--- src/rtl/alu_pkg.sv ---
// Shared definitions for the execute unit: alucontrol codes and FSM states.
// The ALU decoder takes its code constants from here as well.
package alu_pkg;

   localparam logic [3:0] ALU_AND   = 4'b0000;
   localparam logic [3:0] ALU_ADD   = 4'b0010;
   localparam logic [3:0] ALU_AUIPC = 4'b0100;
   localparam logic [3:0] ALU_BSUB  = 4'b0101;
   localparam logic [3:0] ALU_SUB   = 4'b0110;
   localparam logic [3:0] ALU_SLL   = 4'b0111;
   localparam logic [3:0] ALU_SLT   = 4'b1000;

   typedef enum logic [1:0] {
      S_IDLE  = 2'd0,
      S_SHIFT = 2'd1,
      S_DONE  = 2'd2
   } state_t;

endpackage

--- src/rtl/alu_core.sv ---
// Single-cycle ALU operations and legal-code detection (purely combinational).
// SLL passes operand A through: that is the shamt-0 result; longer shifts iterate in alu_exec.
module alu_core
   import alu_pkg::*;
#(
   parameter int WIDTH = 32
) (
   input  logic [3:0]       i_alucontrol,
   input  logic [WIDTH-1:0] i_a,
   input  logic [WIDTH-1:0] i_b,
   output logic [WIDTH-1:0] o_result,
   output logic             o_illegal
);

   always_comb begin
      o_result  = '0;
      o_illegal = 1'b0;
      case (i_alucontrol)
         ALU_AND:             o_result = i_a & i_b;
         ALU_ADD, ALU_AUIPC:  o_result = i_a + i_b;
         ALU_BSUB, ALU_SUB:   o_result = i_a - i_b;
         ALU_SLL:             o_result = i_a;
         ALU_SLT:             o_result = {{(WIDTH-1){1'b0}}, ($signed(i_a) < $signed(i_b))};
         default:             o_illegal = 1'b1;
      endcase
   end

endmodule

--- src/rtl/alu_exec.sv ---
// Multi-cycle execute unit: valid/ready on both sides, iterative SLL, registered result and flags.
//
// state   | meaning
// S_IDLE  | ready for a request
// S_SHIFT | SLL in progress, one bit per cycle
// S_DONE  | result held until the consumer takes it
module alu_exec
   import alu_pkg::*;
#(
   parameter int WIDTH = 32,
   parameter int SHW   = $clog2(WIDTH)
) (
   input  logic             clk,
   input  logic             rst_n,
   input  logic             i_in_valid,
   output logic             o_in_ready,
   input  logic [3:0]       i_alucontrol,
   input  logic [WIDTH-1:0] i_a,
   input  logic [WIDTH-1:0] i_b,
   output logic             o_out_valid,
   input  logic             i_out_ready,
   output logic [WIDTH-1:0] o_result,
   output logic             o_zero,
   output logic             o_illegal
);

   state_t           r_state;
   state_t           w_state_nxt;
   logic [WIDTH-1:0] r_acc;
   logic [SHW-1:0]   r_cnt;
   logic [WIDTH-1:0] r_result;
   logic             r_zero;
   logic             r_illegal;

   logic [WIDTH-1:0] w_core_result;
   logic             w_core_illegal;
   logic [SHW-1:0]   w_shamt;
   logic             w_accept;
   logic             w_iter_shift;
   logic             w_last_shift;
   logic [WIDTH-1:0] w_acc_sh;

   alu_core #(.WIDTH(WIDTH)) u_core (
      .i_alucontrol (i_alucontrol),
      .i_a          (i_a),
      .i_b          (i_b),
      .o_result     (w_core_result),
      .o_illegal    (w_core_illegal)
   );

   assign w_shamt      = i_b[SHW-1:0];
   assign w_accept     = i_in_valid && (r_state == S_IDLE);
   assign w_iter_shift = (i_alucontrol == ALU_SLL) && (w_shamt != '0);
   assign w_last_shift = (r_cnt == SHW'(1));
   assign w_acc_sh     = {r_acc[WIDTH-2:0], 1'b0};

   always_ff @(posedge clk or negedge rst_n) begin
      if (!rst_n) r_state <= S_IDLE;
      else        r_state <= w_state_nxt;
   end

   always_comb begin
      w_state_nxt = r_state;
      case (r_state)
         S_IDLE:  if (w_accept) w_state_nxt = w_iter_shift ? S_SHIFT : S_DONE;
         S_SHIFT: if (w_last_shift) w_state_nxt = S_DONE;
         S_DONE:  if (i_out_ready) w_state_nxt = S_IDLE;
         default: w_state_nxt = S_IDLE;
      endcase
   end

   always_ff @(posedge clk or negedge rst_n) begin
      if (!rst_n) begin
         r_acc     <= '0;
         r_cnt     <= '0;
         r_result  <= '0;
         r_zero    <= 1'b0;
         r_illegal <= 1'b0;
      end else begin
         case (r_state)
            S_IDLE: begin
               if (w_accept) begin
                  if (w_iter_shift) begin
                     r_acc <= i_a;
                     r_cnt <= w_shamt;
                  end else begin
                     r_result  <= w_core_result;
                     r_zero    <= (w_core_result == '0);
                     r_illegal <= w_core_illegal;
                  end
               end
            end
            S_SHIFT: begin
               r_acc <= w_acc_sh;
               r_cnt <= r_cnt - SHW'(1);
               if (w_last_shift) begin
                  r_result  <= w_acc_sh;
                  r_zero    <= (w_acc_sh == '0);
                  r_illegal <= 1'b0;
               end
            end
            default: ;
         endcase
      end
   end

   assign o_in_ready  = (r_state == S_IDLE);
   assign o_out_valid = (r_state == S_DONE);
   assign o_result    = r_result;
   assign o_zero      = r_zero;
   assign o_illegal   = r_illegal;

endmodule

--- config.mk ---
export PLATFORM = sky130hd
export DESIGN_NAME = alu_exec
export DESIGN_NICKNAME = d
export VERILOG_FILES = /design/src/rtl/alu_pkg.sv /design/src/rtl/alu_core.sv /design/src/rtl/alu_exec.sv
export SDC_FILE = /design/constraint.sdc
export NUM_CORES = 1
export LEC_CHECK = 0
export CAP_MARGIN = 20
export CORE_MARGIN = 2
export CORE_UTILIZATION = 45
export CTS_BUF_LIST = sky130_fd_sc_hd__clkbuf_2
export CTS_CLUSTER_SIZE = 16
export DETAILED_ROUTE_END_ITERATION = 16
export PLACE_DENSITY_LB_ADDON = 0.2
export SLEW_MARGIN = 15
export SYNTH_ARGS = -nofsm -noshare
export SYNTH_HDL_FRONTEND = slang
export SYNTH_SLANG_ARGS = --single-unit
export TNS_END_PERCENT = 1
--- constraint.sdc ---
create_clock -name clk -period 2.5 [get_ports clk]
set_input_delay 0.5 -clock clk [delete_from_list [all_inputs] [get_ports clk]]
set_output_delay 0.5 -clock clk [all_outputs]
set_load 0.01 [all_outputs]
== Word-level counts from Yosys, hierarchy flattened ==
Cells that the tools add are included.
W data, S select, Z words.

* Mux-type cells: 25
* Bitwise gates (word level): 1
* Equality and inequality tests: 14
* $lt $le $gt $ge: 1
* Reductions and logical operators: 14
* $add $sub $neg: 3

{| class="wikitable"
|+ Operator list
! kind !! count
|-
| $pmux W32 S5 || 1
|-
| $mux W32 || 3
|-
| $logic_not A32 Y1 || 2
|-
| $pmux W32 S2 || 1
|-
| $mux W31 || 2
|-
| $pmux W31 S2 || 1
|-
| $add A32 B32 Y32 || 1
|-
| $and A32 B32 Y32 || 1
|-
| $lt A32 B32 Y1 || 1
|-
| $sub A32 B32 Y32 || 1
|-
| $eq A4 B3 Y1 const B || 4
|-
| $mux W5 || 2
|-
| $pmux W5 S2 || 1
|-
| $mux W2 || 4
|-
| $mux W1 || 7
|-
| $reduce_or A7 Y1 || 1
|-
| $ne A2 B1 Y1 const B || 3
|-
| $pmux W2 S3 || 1
|-
| $reduce_and A3 Y1 || 2
|-
| $eq A5 B1 Y1 const B || 1
|-
| $reduce_bool A5 Y1 || 1
|-
| $sub A5 B1 Y5 const B || 1
|-
| $eq A4 B2 Y1 const B || 1
|-
| $eq A4 B4 Y1 const B || 1
|-
| other kinds (10) || 14
|}

* Register bits: 72
* Bits of input ports: 72
* Logic and storage cells: 64
* Output and inout bits: 36

== Longest topological paths before layout ==
Gate-level depths: netlist of run 1.

* Depth in word-level cells: 7
* Depth in mapped cells: 15

== Modules after synthesis ==
A second synthesis of run 1 with hierarchy kept.

* Cell total of the unflattened synthesis: 1065
* Area, all modules: 7967.6 um2

{| class="wikitable"
|+ Modules (own cells, without submodules)
! module !! sequential area each (um2) !! area each (um2) !! cells an instance !! times used
|-
| alu_core || 0.0 || 4449.3 || 677 || 1
|-
| alu_exec || 1801.7 || 3518.4 || 388 || 1
|}

== Worst setup path after synthesis of run 1 ==
Ideal clock, no wire load.

* Kind: input to register
* Start: in i_a[0]
* End: reg r_zero, in the netlist o_zero
* Path buffers: 0
* Slack: -0.935 ns
* Arrival time: 3.340 ns
* Stages: 14
* Required time: 2.404 ns
* Cell sequence: ha_1 -> inv_1 -> fa_1 -> nor3_2 -> o31ai_4 -> a21oi_1 -> nor3_1 -> o31a_1 -> a221o_1 -> a222oi_1 -> and3_2 -> and4_2 -> nand4_1 -> o31ai_1

* Cells in the longest elaborated chain, start to end: 6
* Elaborated cells on any way between the ends: 9
* Those cells by class: add/sub: 2; order compare: 1; mux: 4; bitwise: 1; reduce/logical: 1

{| class="wikitable"
|+ Ends and longest elaborated chain
! what !! line !! text
|-
| from (decl) || alu_exec.sv:18 || <nowiki>input logic [WIDTH-1:0] i_a,</nowiki>
|-
| $sub A32 B32 Y32, or another cell as far along || alu_core.sv:21 || <nowiki>ALU_BSUB, ALU_SUB: o_result = i_a - i_b;</nowiki>
|-
| $pmux W32 S5 (*) || alu_core.sv:18 || <nowiki>case (i_alucontrol)</nowiki>
|-
| $logic_not A32 Y1 (*) || alu_exec.sv:88 || <nowiki>r_zero <= (w_core_result == '0);</nowiki>
|-
| $mux W1 (*) || alu_exec.sv:83 || <nowiki>if (w_iter_shift) begin</nowiki>
|-
| $mux W1 (*) || alu_exec.sv:82 || <nowiki>if (w_accept) begin</nowiki>
|-
| $pmux W1 S2 (*) || alu_exec.sv:80 || <nowiki>case (r_state)</nowiki>
|-
| to (signal assigned) || alu_exec.sv:88 ||
|-
| to (signal assigned) || alu_exec.sv:98 || <nowiki>r_zero <= (w_acc_sh == '0);</nowiki>
|-
| to (decl) || alu_exec.sv:32 || <nowiki>logic r_zero;</nowiki>
|}

Mark *: on every way between the ends. The rest lies on a longest branch, timed or not. The select of a mux whose other input is x is not followed.
A chain may end at the register's enable or synchronous reset.

== Worst setup path in the final report of run 1 ==
* Start: in i_b[3]
* End: reg r_zero, in the netlist o_zero

* Cells in the longest elaborated chain, start to end: 6
* Elaborated cells on any way between the ends: 13
* Those cells by class: add/sub: 2; order compare: 1; eq/ne: 1; mux: 4; bitwise: 1; reduce/logical: 4

{| class="wikitable"
|+ Ends and longest elaborated chain
! what !! line !! text
|-
| from (decl) || alu_exec.sv:19 || <nowiki>input logic [WIDTH-1:0] i_b,</nowiki>
|-
| $sub A32 B32 Y32, or another cell as far along || alu_core.sv:21 ||
|-
| $pmux W32 S5 || alu_core.sv:18 ||
|-
| $logic_not A32 Y1 || alu_exec.sv:88 ||
|-
| $mux W1 || alu_exec.sv:83 ||
|-
| $mux W1 || alu_exec.sv:82 ||
|-
| $pmux W1 S2 || alu_exec.sv:80 ||
|}

Several ways; a longest one is shown, not always the timed one. The select of a mux whose other input is x is not followed.

==> results.sh, run 1 <==
export IMPL_maxSlewHeadroom=0.618
export IMPL_rows=49
export IMPL_post_route_period_util=1.37
export IMPL_status="complete, but fails checks"
export IMPL_drt_pass1_iter_count=7
export IMPL_setup_worst_path_class="in -> reg"
export IMPL_synth_ff_type="dfrtp_1"
export IMPL_cts_root_buf="clkbuf_2"
export IMPL_finalHoldViolCount=0
export IMPL_synth_avg_cell_area_sq_um=7.43
export IMPL_drt_iter0_drc=1272
export IMPL_drive_gt1_frac=0.370
export IMPL_postRouteAntennaNets=0
export IMPL_synth_top_area_frac=0.218
export IMPL_period_minus_slack_ns=3.43
export IMPL_dieHeight_um=139
export IMPL_slew_viol_final=0
export IMPL_path_max_fanout=4
export IMPL_syn_nets=1251
export IMPL_worst_slack_ns=-0.934
export IMPL_cts_sinks=72
export IMPL_hpwl_mm=27.2
export IMPL_clkTransAtPathRegs_ns=0.20
export IMPL_fmax_mhz=291
export IMPL_cts_tree="yes"
export IMPL_cp_slowest_cell="a2111oi_4"
export IMPL_synth_largest_area_cell="dfrtp_1"
export IMPL_finalClockSkew_ns=0.0267
export IMPL_fp_dieW_um=139
export IMPL_crit_path_max_incr_delay_ns=0.37
export IMPL_antenna_found_initial=1
export IMPL_violations="negative setup slack"
export IMPL_syn_to_final_growth_pct=60.5
export IMPL_power_per_cell_area_nw_per_um2=536
export IMPL_grt_overflow=0
export IMPL_cp_top_family="simple AND/OR/NAND/NOR gates"
export IMPL_gp_congestion=0.988
export IMPL_cts_made_buffers=9
export IMPL_holdCritPathClass="in -> reg"
export IMPL_first_global_vias=10300
export IMPL_htreeDepth=3
export IMPL_cp_buffers_inverters=7
export IMPL_syn_area_sq_um=8250
export IMPL_grt_max_degree=53
export IMPL_route_detailed_drc=0
export IMPL_arrival_ns=3.87
export IMPL_p_leak_uw=0.00599
export IMPL_yosysWarnings=0
export IMPL_ys_seq_area_frac=0.218
export IMPL_worstPathRequired_ns=2.93
export IMPL_port_buffers=107
export IMPL_initial_core_util=0.459
export IMPL_ys_types=93
export IMPL_num_io_pins=108
export IMPL_endpoint_kind="flop"
export IMPL_coreArea_sq_um=18000
export IMPL_ir_drop_uv=710
export IMPL_drt_wl_total_mm=35.9
export IMPL_rsz0062_at_grt="yes"
export IMPL_startpoint_type="input pin"
export IMPL_detail_route_wl_per_cell_um=20.0
export IMPL_async_flop_share=1.00
export IMPL_place_ws_ns=-2.03
export IMPL_synth_edff_count=0
export IMPL_viasPerCell=6.18
export IMPL_synthCells=1111
export IMPL_grt_pass1_wl_mm=55.6
export IMPL_cap_violations=0
export IMPL_vias=11100
export IMPL_layout_nets=1698
export IMPL_clkLatencyLatePin_ns=0.52
export IMPL_crit_path_frequent_cell="buf_6"
export IMPL_grtUsageTotal=0.355
export IMPL_worstPathCellList="clkdlybuf4s15_2 -> inv_2 -> ha_4 -> buf_6 -> a2111oi_4 -> buf_4 -> buf_6 -> o21a_4 -> buf_12 -> o211ai_4 -> buf_6 -> o211a_1 -> or3_1 -> nor3_2 -> and3_4 -> and4_4 -> nand4_1 -> o31ai_2"
export IMPL_cts_buffer_depth=2
export IMPL_yosys_top_cells_area="dfrtp_1 22%, ha_1 10%, nand2_1 6.4%, nor2_1 5.2%, a21oi_1 5.2%"
export IMPL_final_setup_tns_ns=-9.63
export IMPL_setup_viol=24
export IMPL_die_area_sq_um=19400
export IMPL_synthTopCellsByCount="141 x nand2_1, 115 x nor2_1, 85 x a21oi_1"
export IMPL_tightest_slew_ns=0.569
export IMPL_synth_seq_cells=72
export IMPL_yosysMostFrequentCell="nand2_1"
[stage by stage]
step	hold WS [ns]	std cells	cell area [sq um]	power [uW]	util
after floorplan	0.204	1111	8360	3730	-
after global placement	0.459	1735	12100	5650	0.671
after detailed placement	0.465	1735	12100	5740	0.671
after CTS	0.346	1781	12900	6880	0.719
after global routing	0.348	1792	13200	7470	0.737
final	0.370	1792	13200	7100	0.737
[layout by cell type (no fill, tap or decap), drive strengths merged, types with 15 or more instances in the layout]
master,instances
nor3,20
a22oi,40
o21ai,75
o211ai,16
nor2,116
a21oi,85
a31oi,39
dfrtp,72
buf,404
a211oi,15
nand3,29
nand2,142
nor4,18
ha,66
nor2b,16
clkdlybuf4s50,79
inv,68
[cells by family after synthesis]
kind of cell | after synthesis | share of synthesized area
and+or+nand+nor | 405 | 0.231
DFF | 72 | 0.218
adders and majority gates | 68 | 0.105
buffers and inverters | 140 | 0.0823
xor gates and xnor gates | 5 | 0.00531
AOI/OAI and AO/OA | 414 | 0.349
muxes | 7 | 0.00895
[state kept, by name, summed over array words and instances (netlist names)]
| name | cells |
|---|---|
| o_illegal | 1 |
| o_result | 32 |
| o_zero | 1 |
| r_acc | 31 |
| r_cnt | 5 |
| r_state | 2 |
[area by class of cell]
cell class | count | area, sq um
multi-input combinational | 899 | 6550
fill | 1438 | 4720
timing repair buffer | 507 | 4160
sequential | 72 | 1800
tap | 229 | 287
inverter | 69 | 263
clock inverter | 6 | 133
clock buffer | 9 | 45.0
antenna | 1 | 2.50
[worst reg2reg max path, stage by stage, from the launching register on]
cell	delay (ns)
dfrtp_1	0.42
inv_1	0.08
ha_1	0.15
nor4b_1	0.33
buf_4	0.18
nor2b_2	0.16
nor2_2	0.08
or3b_4	0.41
nor4b_4	0.30
and4_1	0.23
nand4_1	0.16
nor4_2	0.24
nand4_1	0.17
o31ai_2	0.22
[repair_timing]
action / 4_1_cts / 5_1_grt
pin swaps: 52 / 43
endpoints found under the setup margin: 27 / 28
buffers inserted: 30 / 10
resized for setup: 138 / 69
endpoints found under the hold margin: 40 / 0
hold buffers: 1 / 0
[per-layer routing]
metal	vias up	global-route usage	routed length, um	part of all wire
met5	-	0	0	0
met4	0	0.128	1280	0.036
met3	122	0.0561	3390	0.094
met2	640	0.559	16100	0.45
met1	5273	0.495	15100	0.42
li1	5039	-	-	-
[final timing paths]
check	endpoint	slack, ns	cells after the start	startpoint
max	o_zero$_DFFE_PN0P_	-0.93	18	i_b[3]
min	r_acc[5]$_DFFE_PN0P_	0.37	4	i_a[5]
max reg2reg	o_zero$_DFFE_PN0P_	-0.71	13	r_cnt[1]$_DFFE_PN0P_
min reg2reg	o_result[27]$_DFFE_PN0P_	0.50	2	o_result[27]$_DFFE_PN0P_
max in group asynchronous	r_acc[30]$_DFFE_PN0P_	1.34	3	rst_n
min in group asynchronous	r_cnt[3]$_DFFE_PN0P_	0.49	2	rst_n
[where the power goes]
part           switching (uW)  total [uW]  internal, uW
clock network             425         950           525
registers                 528        2190          1660
logic                    1910        3970          2060
Note: power is estimated with default switching activity, not from simulation.
==> inputs of run 2 (changes only) <==
--- a/config.mk
+++ b/config.mk
@@ -9,11 +9,11 @@
 export CORE_MARGIN = 2
 export CORE_UTILIZATION = 45
 export CTS_BUF_LIST = sky130_fd_sc_hd__clkbuf_2
-export CTS_CLUSTER_SIZE = 16
 export DETAILED_ROUTE_END_ITERATION = 16
 export PLACE_DENSITY_LB_ADDON = 0.2
 export SLEW_MARGIN = 15
 export SYNTH_ARGS = -nofsm -noshare
 export SYNTH_HDL_FRONTEND = slang
+export SYNTH_HIERARCHICAL = 1
 export SYNTH_SLANG_ARGS = --single-unit
 export TNS_END_PERCENT = 1
==> run 2 against run 1 <==
Net effect: sequential cell count unchanged; global-route usage fell by 0.87 points; via count shrank 7.4%; synthesized cell count is 4.1% lower; clock skew rose by 0.019 ns; the run still ends with negative setup slack left; clock power decreased by 29%; combinational power shrank 1%; worst hold slack worse by 0.22 ns; die area is 3.3% lower; sequential share of layout area grew 0.12 points.
==> results.sh, run 2 <==
export IMPL_status="complete, but fails checks"
export IMPL_violations="negative setup slack"
export IMPL_p_leak_uw=0.00604
export IMPL_synthCells=1065
export IMPL_finalClockSkew_ns=0.0459
export IMPL_finalHoldViolCount=0
export IMPL_dieHeight_um=137
export IMPL_power_per_cell_area_nw_per_um2=508
export IMPL_endpoint_kind="flop"
export IMPL_synth_avg_cell_area_sq_um=7.48
export IMPL_route_detailed_drc=0
export IMPL_slew_viol_final=0
export IMPL_dpl_cell_area_sq_um=11700
export IMPL_synth_top_area_frac=0.226
export IMPL_synthTopCellsByCount="159 x nand2_1, 99 x nor2_1, 72 x dfrtp_1"
export IMPL_grt_pass1_wl_mm=50.6
export IMPL_post_route_period_util=1.41
export IMPL_synth_ff_type="dfrtp_1"
export IMPL_tightest_slew_ns=0.531
export IMPL_yosysWarnings=6
export IMPL_fillCellCount=1306
export IMPL_fmax_mhz=283
export IMPL_syn_area_sq_um=7970
export IMPL_drt_pass1_iter_count=6
export IMPL_setup_worst_path_class="in -> reg"
export IMPL_antenna_found_initial=1
export IMPL_htreeDepth=3
export IMPL_clkTransAtPathRegs_ns=0.27
export IMPL_grtUsageTotal=0.347
export IMPL_viasPerCell=6.01
export IMPL_final_cell_mix="342 x buf_4, 151 x nand2_1, 94 x nor2_1"
export IMPL_worstPathRequired_ns=3.03
export IMPL_holdCritPathClass="in -> reg"
export IMPL_syn_to_final_growth_pct=65.0
export IMPL_cts_root_buf="clkbuf_2"
export IMPL_ir_drop_uv=459
export IMPL_rsz0062_at_grt="yes"
export IMPL_detail_route_wl_per_cell_um=19.4
export IMPL_gp_congestion=1.01
export IMPL_rows=48
export IMPL_arrival_ns=4.06
export IMPL_setup_viol=25
export IMPL_finalPower_uw=6670
export IMPL_drive_gt1_frac=0.408
export IMPL_grt_max_degree=39
export IMPL_layout_nets=1615
export IMPL_num_io_pins=108
export IMPL_largest_register_ff_count=32
export IMPL_fin_util=0.760
export IMPL_port_buffers=107
export IMPL_drt_wl_total_mm=33.0
export IMPL_initial_core_util=0.461
export IMPL_drt_iter0_drc=1247
export IMPL_hpwl_mm=24.8
export IMPL_cap_violations=0
export IMPL_fp_dieW_um=137
export IMPL_ys_seq_area_frac=0.226
export IMPL_coreArea_sq_um=17300
export IMPL_die_area_sq_um=18800
export IMPL_async_flop_share=1.00
export IMPL_path_max_fanout=3
export IMPL_register_area_sq_um=1800
export IMPL_final_cell_area_sq_um=13100
export IMPL_syn_nets=1205
export IMPL_maxSlewHeadroom=0.646
export IMPL_layout_commonest_cell="buf_4"
export IMPL_cts_tree="yes"
export IMPL_cts_buffer_depth=2
export IMPL_yosys_top_cells_area="dfrtp_1 23%, ha_1 10%, nand2_1 7.5%, nor2_1 4.7%, mux2_2 4.4%"
export IMPL_grt_overflow=0
export IMPL_multi_input_area_sq_um=6750
export IMPL_synth_largest_area_cell="dfrtp_1"
export IMPL_first_global_vias=9555
export IMPL_vias=10300
export IMPL_synth_edff_count=0
export IMPL_cts_sinks=72
export IMPL_place_ws_ns=-2.15
export IMPL_postRouteAntennaNets=0
export IMPL_synth_seq_cells=72
export IMPL_yosysMostFrequentCell="nand2_1"
export IMPL_ys_types=77
export IMPL_cts_made_buffers=9
export IMPL_period_minus_slack_ns=3.53
export IMPL_worst_slack_ns=-1.03
export IMPL_clkLatencyLatePin_ns=0.63
export IMPL_startpoint_type="input pin"
## run 2: cell families after synthesis
family          after synthesis  synth area share
compound gates              365             0.325
xor+xnor                      2           0.00220
fa+ha+maj                    68             0.109
buf+inv                     135            0.0678
flops                        72             0.226
mux                          36            0.0503
simple gates                387             0.220
## run 2: stage by stage
stage	cells	TNS (ns)	hold WS (ns)
6_report	1706	-13.27	0.151
3_3_place_gp	1655	-48.09	0.475
2_1_floorplan	1065	-13.80	0.204
4_1_cts	1688	-12.87	0.257
5_1_grt	1706	-15.12	0.139
3_5_place_dp	1655	-50.21	0.495
## run 2: area by class of cell
type                    count  share of cell area
clock buffers               9             0.00343
multi-input cells         858               0.514
clock inverters             7             0.00352
flip-flops and latches     72               0.137
well taps                 225              0.0214
repair buffers            468               0.301
diodes                      1            0.000190
inverters                  66              0.0198
## run 2: path summary, 6_finish.rpt
path | start | to | slack, ns | depth (start not counted)
min in group asynchronous | rst_n | o_result[16]$_DFFE_PN0P_ | 0.35 | 2
max in group asynchronous | rst_n | o_result[7]$_DFFE_PN0P_ | 1.55 | 3
setup / recovery | i_a[0] | o_zero$_DFFE_PN0P_ | -1.03 | 18
hold / removal | i_a[2] | r_acc[2]$_DFFE_PN0P_ | 0.15 | 3
setup reg to reg | r_acc[29]$_DFFE_PN0P_ | o_zero$_DFFE_PN0P_ | 0.46 | 5
hold reg to reg | o_result[7]$_DFFE_PN0P_ | o_result[7]$_DFFE_PN0P_ | 0.54 | 1
## run 2: repair_timing
action	4_1_cts	5_1_grt
gates resized for setup	184	116
setup buffers	17	19
endpoints found under the setup margin	32	31
endpoints found under the hold margin	35	0
pin swaps	64	57
hold buffers	1	0
## run 2: critical path, stage by stage
cell,delay (ns)
buf_12,0.11
inv_12,0.04
ha_4,0.12
inv_2,0.04
fa_2,0.41
a211oi_4,0.24
o211ai_1,0.16
a41o_1,0.27
a211o_1,0.30
a31o_1,0.27
a221o_1,0.38
buf_4,0.16
a2111oi_4,0.34
or4_4,0.21
nor4_4,0.05
nand4_1,0.12
o41ai_2,0.07
mux2_4,0.26
## run 2: power by group
| group | internal [uW] | switching (uW) | leakage, uW |
|---|---|---|---|
| combinational | 2080 | 1850 | 0.00514 |
| sequential | 1670 | 407 | 0.000838 |
| clock | 131 | 544 | 0.0000561 |
## run 2: routing by layer
layer	global-route usage	wire, um	vias up
li1	-	-	4766
met1	0.482	14500	4852
met2	0.558	15200	540
met3	0.0326	2230	95
met4	0.124	1080	0
met5	0	0	-
